### src/rtl/switch_frame_sync_if.sv
// Switch/frame-sync bundle: raw switches and vsync in, frame-aligned value out.
// Pure wiring, no latency.
// No backpressure: levels and single-cycle pulses only.
interface switch_frame_sync_if #(
    parameter int WIDTH = 4
);
    logic [WIDTH-1:0] sw_in;
    logic             vsync;
    logic [WIDTH-1:0] value;
    logic             value_changed;
    logic             pending;

    modport master (
        output sw_in,
        output vsync,
        input  value,
        input  value_changed,
        input  pending
    );

    modport slave (
        input  sw_in,
        input  vsync,
        output value,
        output value_changed,
        output pending
    );
endinterface

### src/rtl/switch_frame_sync.sv
// Synchronizes and debounces slide switches, then publishes them only at the vsync falling edge.
// Latency: 2-flop sync + DEBOUNCE_CYCLES to accept, then 3 cycles after the next vsync fall.
// No backpressure: a newer accepted pattern silently replaces an unpublished one.
module switch_frame_sync #(
    parameter int WIDTH           = 4,
    parameter int DEBOUNCE_CYCLES = 500000,
    parameter int CNT_W           = $clog2(DEBOUNCE_CYCLES)
) (
    input  logic                clk_fpga,
    input  logic                reset,
    switch_frame_sync_if.slave  sw_bus
);

    localparam logic [CNT_W-1:0] CNT_MAX = CNT_W'(DEBOUNCE_CYCLES - 1);

    logic [WIDTH-1:0] sw_s1;
    logic [WIDTH-1:0] sw_s2;
    logic [WIDTH-1:0] cand;
    logic [WIDTH-1:0] stable;
    logic [WIDTH-1:0] value_q;
    logic [CNT_W-1:0] cnt;
    logic             vs_s1;
    logic             vs_s2;
    logic             vs_d;
    logic             value_changed_q;
    logic             vs_fall;
    logic             pending_w;

    assign vs_fall   = vs_d & ~vs_s2;
    assign pending_w = (stable != value_q);

    // vsync flops reset high so releasing reset never fakes a sync edge
    always_ff @(posedge clk_fpga or negedge reset) begin
        if (!reset) begin
            sw_s1 <= '0;
            sw_s2 <= '0;
            vs_s1 <= 1'b1;
            vs_s2 <= 1'b1;
            vs_d  <= 1'b1;
        end else begin
            sw_s1 <= sw_bus.sw_in;
            sw_s2 <= sw_s1;
            vs_s1 <= sw_bus.vsync;
            vs_s2 <= vs_s1;
            vs_d  <= vs_s2;
        end
    end

    // Whole-vector debounce: any bit change restarts the count; counter saturates
    always_ff @(posedge clk_fpga or negedge reset) begin
        if (!reset) begin
            cand   <= '0;
            stable <= '0;
            cnt    <= '0;
        end else if (sw_s2 != cand) begin
            cand <= sw_s2;
            cnt  <= '0;
        end else if (cnt == CNT_MAX) begin
            stable <= cand;
        end else begin
            cnt <= cnt + 1'b1;
        end
    end

    // Publish reads stable before this edge's update, so a colliding accept waits a frame
    always_ff @(posedge clk_fpga or negedge reset) begin
        if (!reset) begin
            value_q         <= '0;
            value_changed_q <= 1'b0;
        end else begin
            value_changed_q <= vs_fall & pending_w;
            if (vs_fall && pending_w) begin
                value_q <= stable;
            end
        end
    end

    assign sw_bus.value         = value_q;
    assign sw_bus.value_changed = value_changed_q;
    assign sw_bus.pending       = pending_w;

endmodule

### src/flat_wrapper.sv
// flat-port wrapper written by rule: the top's interface ports become plain ports
module switch_frame_sync_flat 
#(
    parameter int WIDTH           = 4,
    parameter int DEBOUNCE_CYCLES = 500000,
    parameter int CNT_W           = $clog2(DEBOUNCE_CYCLES)
)
  (clk_fpga, reset, sw_bus_sw_in, sw_bus_vsync, sw_bus_value, sw_bus_value_changed, sw_bus_pending);
  switch_frame_sync_if #(.WIDTH(WIDTH)) sw_bus_i ();
  input  logic clk_fpga;
  input  logic reset;
  input wire logic [$bits(sw_bus_i.sw_in)-1:0] sw_bus_sw_in;
  input wire logic [$bits(sw_bus_i.vsync)-1:0] sw_bus_vsync;
  output wire logic [$bits(sw_bus_i.value)-1:0] sw_bus_value;
  output wire logic [$bits(sw_bus_i.value_changed)-1:0] sw_bus_value_changed;
  output wire logic [$bits(sw_bus_i.pending)-1:0] sw_bus_pending;
  assign sw_bus_i.sw_in = sw_bus_sw_in;
  assign sw_bus_i.vsync = sw_bus_vsync;
  assign sw_bus_value = sw_bus_i.value;
  assign sw_bus_value_changed = sw_bus_i.value_changed;
  assign sw_bus_pending = sw_bus_i.pending;
  switch_frame_sync #(.WIDTH(WIDTH), .DEBOUNCE_CYCLES(DEBOUNCE_CYCLES), .CNT_W(CNT_W)) u_core (.clk_fpga(clk_fpga), .reset(reset), .sw_bus(sw_bus_i));
endmodule
### config.mk
export PLATFORM = sky130hd
export DESIGN_NAME = switch_frame_sync_flat
export DESIGN_NICKNAME = d
export VERILOG_FILES = /design/src/rtl/switch_frame_sync_if.sv /design/src/rtl/switch_frame_sync.sv /design/src/flat_wrapper.sv
export SDC_FILE = /design/constraint.sdc
export NUM_CORES = 1
export LEC_CHECK = 0
export ABC_AREA = 1
export CAP_MARGIN = 20
export CORE_ASPECT_RATIO = 0.9
export CORE_MARGIN = 5
export CORE_UTILIZATION = 63
export DETAILED_ROUTE_END_ITERATION = 16
export PLACE_DENSITY = 0.95
export SYNTH_ARGS = -nofsm -noshare
export SYNTH_HDL_FRONTEND = slang
export SYNTH_SLANG_ARGS = --single-unit
### constraint.sdc
create_clock -name clk_fpga -period 2 [get_ports clk_fpga]
set_input_delay 0.5 -clock clk_fpga [delete_from_list [all_inputs] [get_ports clk_fpga]]
set_output_delay 0.5 -clock clk_fpga [all_outputs]
set_load 0.01 [all_outputs]
==> results.tsv, run 1 <==
metric	value	unit
ys_warn_count	0	
slew_violations	0	
grt_pass1_wl	7196	um
dieArea	0.004689	mm^2
drive_gt1_share	10.84	%
hp-class	in2async	
async_flop_share	100.0	%
fin_worst_skew	0.003423	ns
ir_drop	0.0004742	V
syn_area_per_cell	7.917	um^2
mostFrequentLayoutCells	72 x nand2_1, 45 x nor2_1, 40 x dfrtp_1	
grt_use_total	19.34	%
crit_chain	xor2_1, nor2_1, nand2_2, dlygate4sd2_1	
clkSlewWorstSetupHoldPaths	0.08	ns
yosysSeqAreaShare	50.15	%
post-cts-setup-buffer-count	0	
cellPowerDensity	668.8	mW/mm^2
antenna_found_initial	0	
cts.sinks	43	
ios	13	
grt_max_degree	44	
reg2regPathDepth	8	
cts_root_buffer	clkbuf_8	
ys.flop_type	dfrtp_1	
drt_first_pass_iters	4	
status	finished clean	
start_util	64.70	%
area_delta_synth_final	11.85	%
timing.rr.start	u_core.cnt[0]	
cp-end-kind	output port	
finalSetupViolCount	0	
max_freq	525.6	MHz
criticalPathCategory	reg2out	
vias_per_cell	5.273	
ctsHtreeMaxLevel	2	
wire_per_inst	12.23	um
worst_pin_slew	0.5075	ns
layout.nets	294	
gp_congestion	0.9320	
rr_endpoint	u_core.stable[2]	
rsz0062_at_grt	no	
ys_types	27	
startpoint_type	flip-flop	
synth-edff-count	0	
fillers	253	
mappedNetlistArea	0.002153	mm^2
timing.final.crit_share	95.13	%
ys_ff_latch	43	
clkLatencyLatePin	0.29	ns
maxSlewHeadroom	66.17	%
cellLeakagePower	1.129	nW
drt_wl_total	4036	um
max-cap-violations	0	
worst-r2r-setup-slack	0.39	ns
syn-num-nets	281	
num_vias	1740	
dp_hpwl	2826	um
fp-row-count	20	
diodes	0	
period_needed	1.903	ns
cts.path.max_buffers	2	
finalSetupTns	0	ns
die_h	65.47	um
first_global_vias	1636	
cp.arrival	1.40	ns
cts_tree	done	
worstPathMaxFanout	6	
hold_viol	0	
critPathSlowestCell	dfrtp_1	
required	1.50	ns
drt_iter0_drc	249	
port_buffers	12	
postSynthCellCount	272	
utilization	72.37	%
chipWidth	71.63	um
crit_path_max_incr_delay	0.41	ns
final_common_cell	nand2_1	
numCtsBuffers	5	
grt_overflow_total	0	
holdBufCountCts	0	
ant_nets	0	
drcViolationCount	0	
core	0.003328	mm^2
[metal layers]
layer | vias to the layer above | track usage (%) | share of wire (%)
li1 | 861 | - | -
met1 | 814 | 25.98 | 43
met2 | 59 | 31.42 | 49
met3 | 6 | 4.587 | 6.8
met4 | 0 | 5.399 | 0.84
met5 | - | 0 | 0
[layout make-up]
cell class / instances / area [um^2] / share of cell area, %
Clock buffer: 5 / 68.82 / 2.857
Clock inverter: 3 / 43.79 / 1.818
Tap cell: 44 / 55.05 / 2.286
Inverter: 29 / 108.9 / 4.519
Multi-Input combinational cell: 191 / 915.9 / 38.03
Sequential cell: 43 / 1080 / 44.83
Timing Repair Buffer: 15 / 136.4 / 5.662
[stage by stage]
stage / power, W / std cells / setup WS, ns / hold slack [ns] / cell area [um^2]
final: 0.001611 / 330 / 0.09735 / 0.2608 / 2409
after global routing: 0.001675 / 330 / 0.002454 / 0.3212 / 2409
after detailed placement: 0.0009715 / 322 / 0.1330 / 0.3356 / 2295
after CTS: 0.001629 / 330 / 0.04732 / 0.2686 / 2406
after global placement: 0.0009689 / 322 / 0.2077 / 0.3313 / 2295
after floorplan: 0.0009376 / 272 / 0.6769 / 0.2044 / 2153
[critical path, delay by kind of cell, from the launching register on]
| kind | cells | cell delay (ns) |
|---|---|---|
| XOR/XNOR | 1 | 0.17 |
| buffers and inverters | 1 | 0.30 |
| flip-flops | 1 | 0.41 |
| AND/OR/NAND/NOR | 2 | 0.25 |
[state kept, by name, summed over array words and instances (netlist names)]
signal	flops
u_core.stable	4
u_core.cand	4
u_core.vs_d	1
u_core.sw_s1	4
u_core.sw_bus.value_changed	1
u_core.vs_s1	1
u_core.cnt	19
u_core.sw_s2	4
u_core.sw_bus.value	4
u_core.vs_s2	1
[Yosys cell counts (all sizes together) (3+ instances only)]
master / n / share of area, %
a21oi: 4 / 0.93
buf: 5 / 1.7
clkbuf: 4 / 0.70
dfrtp: 40 / 46
dfstp: 3 / 3.7
inv: 27 / 4.7
nand2: 77 / 14
nand3: 33 / 7.9
nand4: 3 / 0.87
nor2: 52 / 11
xnor2: 4 / 1.6
xor2: 8 / 3.3
[logic make-up after synthesis]
family	share of synthesized area [%]
and+or+nand+nor	34.63
DFF	50.15
buffers and inverters	7.437
xor gates and xnor gates	4.881
AOI/OAI and AO/OA	1.743
adders and majority gates	1.162
[how the worst max path moves through the flow]
stage	slack (ns)	cells past startpoint	end	startpoint
after floorplan	0.68	8	u_core.stable[1]	u_core.cnt[0]
after global placement	0.21	4	sw_bus_pending	u_core.sw_bus.value[0]
after detailed placement	0.13	4	sw_bus_pending	u_core.stable[1]
after CTS	0.05	4	sw_bus_pending	u_core.stable[1]
after global routing	0.002	4	sw_bus_pending	u_core.stable[1]
final	0.1	4	sw_bus_pending	u_core.sw_bus.value[3]
[repair_timing]
item,4_1_cts,5_1_grt
resized for setup,1,1
setup endpoints to repair,1,1
gates cloned,0,0
pin swaps,0,2
[power by group]
group | switching [W] | total (W) | internal, W | leakage [nW]
clock network | 0.000286 | 0.000657 | 0.000371 | 0.0581
registers | 0.00000914 | 0.000897 | 0.000888 | 0.563
logic | 0.0000347 | 0.0000568 | 0.0000221 | 0.509
(Power assumes the default switching activity.)
==> inputs of run 2 (changes only) <==
--- a/config.mk
+++ b/config.mk
@@ -8,8 +8,9 @@
 export ABC_AREA = 1
 export CAP_MARGIN = 20
 export CORE_ASPECT_RATIO = 0.9
-export CORE_MARGIN = 5
+export CORE_MARGIN = 3
 export CORE_UTILIZATION = 63
+export CTS_CLUSTER_DIAMETER = 60
 export DETAILED_ROUTE_END_ITERATION = 16
 export PLACE_DENSITY = 0.95
 export SYNTH_ARGS = -nofsm -noshare
==> results.tsv, run 2 (synthesis gave the netlist of run 1 again) <==
metric	value	unit	change
chipWidth	67.63	um	was 71.63 um
largest-register	u_core.cnt		unchanged
rr_endpoint	u_core.stable[3]		was u_core.stable[2]
worst_pin_slew	0.5192	ns	was 0.5075 ns
max-cap-violations	0		unchanged
drive_gt1_share	10.80	%	was 10.84%
first_global_vias	1631		was 1,636
vias_per_cell	5.277		was 5.273
grt_overflow_total	0		unchanged
drt_iter0_drc	219		was 249
slew_violations	0		unchanged
reg2regPathDepth	8		unchanged
dp_cells	320		was 322
worstPathMaxFanout	6		unchanged
core	0.003162	mm^2	was 0.003328 mm^2
period_needed	1.914	ns	was 1.903 ns
status	finished clean		unchanged
worst-r2r-setup-slack	0.42	ns	was 0.39 ns
clkLatencyLatePin	0.29	ns	about the same
fin_worst_skew	0.005264	ns	was 0.003423 ns
dieArea	0.004157	mm^2	was 0.004689 mm^2
drt_first_pass_iters	5		was 4
largest_reg_flops	19		unchanged
grt_use_total	23.58	%	was 19.34%
cellPowerDensity	641.4	mW/mm^2	was 668.8 mW/mm^2
criticalPathCategory	reg2out		unchanged
cts.path.max_buffers	2		unchanged
clkSlewWorstSetupHoldPaths	0.08	ns	about the same
max_freq	522.5	MHz	was 525.6 MHz
final_common_cell	nand2_1		unchanged
timing.rr.start	u_core.cnt[0]		unchanged
timing.final.crit_share	95.70	%	was 95.13%
grt_pass1_wl	7100	um	was 7196 um
ctsHtreeMaxLevel	2		unchanged
area_delta_synth_final	11.50	%	was 11.85%
grt_max_degree	26		was 44
holdBufCountCts	0		unchanged
cp-end-kind	output port		unchanged
hp-class	in2async		unchanged
wire_per_inst	12.36	um	was 12.23 um
final_cells	329		was 330
finalSetupViolCount	0		unchanged
drcViolationCount	0		unchanged
hold_viol	0		unchanged
dp_hpwl	3057	um	was 2826 um
required	1.50	ns	about the same
fp-row-count	19		was 20
mostFrequentLayoutCells	72 x nand2_1, 45 x nor2_1, 40 x dfrtp_1		unchanged
layout.nets	295		was 294
ant_nets	0		unchanged
port_buffers	12		unchanged
rsz0062_at_grt	no		unchanged
start_util	68.10	%	was 64.70%
critPathLaunch	u_core.stable[1]		was u_core.sw_bus.value[3]
gp_congestion	0.9199		was 0.9320
die_h	61.47	um	was 65.47 um
cellLeakagePower	1.128	nW	was 1.129 nW
cp.arrival	1.41	ns	was 1.40 ns
antenna_found_initial	0		unchanged
num_vias	1736		was 1,740
maxSlewHeadroom	65.39	%	was 66.17%
startpoint_type	flip-flop		unchanged
whs	0.1731	ns	was 0.2608 ns
cts_root_buffer	clkbuf_8		unchanged
cts_tree	done		unchanged
ir_drop	0.0006674	V	was 0.0004742 V
diodes	0		unchanged
numCtsBuffers	5		unchanged
cts.sinks	43		unchanged
finalSetupTns	0	ns	unchanged
drt_wl_total	4066	um	was 4036 um
ios	13		unchanged
-- run 2: changes by cell type in the layout (fill, tap and decap cells not counted), sizes merged --
| cell | change |
|---|---|
| buf | +1 |
| clkinv | -2 |
| clkbuf | +3 |
| bufinv | -1 |
-- run 2: what timing repair did --
item	4_1_cts	5_1_grt
endpoints found under the setup margin	1	1
resized for setup	1	1
buffers inserted	0	1
gates cloned	0	0
-- run 2: area by class of cell --
type	instances	area (um^2)
clock buffers	8	100.1
fillers	220	760.7
inverters	29	108.9
multi-input cells	191	915.9
flip-flops and latches	43	1080
well taps	42	52.55
repair buffers	16	143.9
-- run 2: worst max-delay path by stage --
stage | to | slack (ns) | cells past startpoint
6_report | sw_bus_pending | 0.09 | 4
5_1_grt | sw_bus_pending | 0.01 | 4
4_1_cts | sw_bus_pending | 0.04 | 4
3_5_place_dp | sw_bus_pending | 0.18 | 4
3_3_place_gp | sw_bus_pending | 0.21 | 4
2_1_floorplan | u_core.stable[1] | 0.68 | 8
-- run 2: stage by stage --
step | power [W] | area (um^2) | setup slack, ns | util [%]
global placement | 0.0009691 | 2292 | 0.2113 | 72.50
CTS | 0.001559 | 2391 | 0.03636 | 75.62
floorplan | 0.0009376 | 2153 | 0.6769 | -
finish | 0.001540 | 2401 | 0.08600 | 75.94
global route | 0.001611 | 2401 | 0.01320 | 75.94
detailed placement | 0.0009726 | 2292 | 0.1806 | 72.50
-- run 2: critical path: stages (launching register included) --
cell	delay, ns
dfrtp_1	0.41
xor2_1	0.17
nor2_1	0.14
nand2_2	0.11
dlygate4sd2_1	0.30
-- run 2: layer usage --
metal	wire, um	track usage (%)	up-vias
li1	-	-	869
met2	1851	36.48	73
met5	0	0	-
met3	314	7.299	10
met1	1831	30.92	784
met4	68	10.12	0
-- run 2: where the power goes --
part           internal, W   total, W  switching [W]
combinational    0.0000221  0.0000565      0.0000344
sequential        0.000888   0.000897     0.00000929
clock             0.000315   0.000586       0.000271
total              0.00122    0.00154       0.000315
==> patch: new RTL, config.mk and constraints of run 1 <==
`DEBOUNCE_CYCLES` is set to 500000 in 2 places; all go to 1000000.
--- a/src/rtl/switch_frame_sync.sv
+++ b/src/rtl/switch_frame_sync.sv
@@ -5,3 +5,3 @@
     parameter int WIDTH           = 4,
-    parameter int DEBOUNCE_CYCLES = 500000,
+    parameter int DEBOUNCE_CYCLES = 1000000,
     parameter int CNT_W           = $clog2(DEBOUNCE_CYCLES)
--- a/src/flat_wrapper.sv
+++ b/src/flat_wrapper.sv
@@ -4,3 +4,3 @@
     parameter int WIDTH           = 4,
-    parameter int DEBOUNCE_CYCLES = 500000,
+    parameter int DEBOUNCE_CYCLES = 1000000,
     parameter int CNT_W           = $clog2(DEBOUNCE_CYCLES)
Check against the original RTL: same outputs for any inputs over 10 cycles, from zero or initial values and one cycle with reset low; that may be too few to reach the edited logic, so the function may still have changed.
==> patch against run 1 <==
- power is 4.7% lower
- sequential cell count is 1 higher
- final area fell by 2.2%
- cell count is 6.4% lower
- via count down 4.0%
- wire length is 1.2% lower
- worst setup slack improved by 78 ps
- area after synthesis decreased by 3.5%
==> patch: results (changes against run 1) <==
| Metric | Value |
|---|---|
| Vias in the first global route | `1592 (-2.7%)` |
| Commonest cells post-synth | `65 x nand2_1, 41 x dfrtp_1, 37 x nor2_1` |
| Status | `complete, no violations` |
| Clock root buffer | `clkbuf_8` |
| CTS Buffer Depth | `2 (unchanged)` |
| Max FFs per register | `20 (+1)` |
| Clk_lat worst skew | `300 ps` |
| Net count, final | `274 (-6.8%)` |
| Drt total wl | `3987 µm (-1.2%)` |
| Clock Pin Slew Worst Setup and Hold Paths | `80 ps (about the same)` |
| Final Wtd Congestion | `0.9089 (-2.5%)` |
| Worst Clk Skew | `7.099 ps (+3.676 ps)` |
| Drt pass-1 iters | `4 (unchanged)` |
| Slew Limit Headroom | `0.7563 (+0.09460)` |
| Switching share of power | `0.2147 (+0.009971)` |
| Dpl ws | `298.1 ps (+165.1 ps)` |
| Peak VDD IR | `0.6277 mV (+32%)` |
| GRT Overall Usage | `0.1983 (+0.004928)` |
| Fill count | `211 (-17%)` |
| Post-CTS Setup Bufs | `0 (unchanged)` |
| Synth Net Count | `256 (-8.9%)` |
| Vias per cell | `5.408 (+2.6%)` |
| Sequential-to-total area share from yosys stat | `0.5319 (+0.03048)` |
| Top area cells in the synthesized netlist | `dfrtp_1 49%, nand2_1 12%, nor2_1 6.7%` |
| Post-synthesis cell type count | `22 (-19%)` |
| CP arrival | `1320 ps (-80 ps)` |
| Initial DRC count | `201 (-19%)` |
| CP Max Fanout | `3 (-3)` |
| Worst r2r path cells | `7 (-1)` |
| Largest net degree at the start of global routing | `45 (+2.3%)` |
| Post-DP HPWL | `2916 µm (+3.2%)` |
| Leakage power | `1.029 nW (-8.9%)` |
| Global-route wire length before repair | `6975 µm (-3.1%)` |
| Layout cell share with drive strength beyond 1 | `0.1086 (+0.0002226)` |
| H-tree depth | `2 (unchanged)` |
-- patch: cell count changes in the layout (fill, tap and decap cells not counted), moves of 3 or more --
cell / change
nand3_1: -8
nor2_1: -8
nand2_1: -7
nand2_2: -3
a21oi_1: +3
xnor2_1: +5
nand4_1: +3
-- patch: metal layers --
layer | global-route usage | wire [µm] | vias up
met1 | 0.2462 | 1667 | 771
li1 | - | - | 815
met2 | 0.3131 | 1833 | 71
met5 | 0 | 0 | -
met3 | 0.03555 | 344 | 14
met4 | 0.1459 | 142 | 0
-- patch: critical path, cell delays in order, from the launching register on --
cell           delay [ps]
dfrtp_1               410
xnor2_1               170
nand4_1               130
dlygate4sd2_1         310
-- patch: cell type report --
cell class / instances / share of cell area
clock buffers: 6 / 0.03505
clock inverters: 2 / 0.004249
inverters: 25 / 0.03983
multi-input cells: 174 / 0.3633
flip-flops and latches: 44 / 0.4689
well taps: 42 / 0.02230
repair buffers: 16 / 0.06638
-- patch: power groups by stage --
| stage | Combinational, mW | Sequential (mW) | Clock (mW) |
|---|---|---|---|
| CTS | 0.0579 | 0.917 | 0.575 |
| finish | 0.0567 | 0.917 | 0.562 |
| floorplan | 0.0222 | 0.932 | 0 |
| global route | 0.0645 | 0.919 | 0.619 |
| detailed placement | 0.0574 | 0.934 | 0 |
| global placement | 0.0559 | 0.933 | 0 |
-- patch: worst paths after layout --
check | startpoint | slack (ps) | endpoint
min reg2reg | u_core.sw_s1[3]$_DFF_PN0_ | 350 | u_core.sw_s2[3]$_DFF_PN0_
max reg2reg | u_core.cnt[0]$_DFFE_PN0P_ | 370 | u_core.stable[3]$_DFFE_PN0P_
max | u_core.sw_bus.value[0]$_DFFE_PN0P_ | 180 | sw_bus_pending
min in group clk_fpga | u_core.sw_s1[3]$_DFF_PN0_ | 350 | u_core.sw_s2[3]$_DFF_PN0_
max in group asynchronous | reset | 1580 | u_core.vs_s2$_DFF_PN1_
min | reset | 150 | u_core.cnt[16]$_DFFE_PN0P_
-- patch: kinds of logic (layout without fill, tap and decap cells) --
family,Yosys count,in the layout,share of synthesized area
adders and majority gates,1,1,0.006023
buffers and inverters,30,49,0.05602
and+or+nand+nor,146,146,0.3139
AOI/OAI and AO/OA,12,12,0.02891
DFF,44,44,0.5319
xor gates and xnor gates,15,15,0.06325
-- patch: through the flow --
stage | total power [mW] | hold WS (ps) | instances | cell area [µm²]
after floorplan | 0.9541 | 204.4 | 248 | 2077
after global placement | 0.9886 | 332.0 | 301 | 2265
after detailed placement | 0.9915 | 334.7 | 301 | 2265
after CTS | 1.550 | 163.7 | 309 | 2356
after global routing | 1.603 | 165.4 | 309 | 2356
final | 1.535 | 154.4 | 309 | 2356
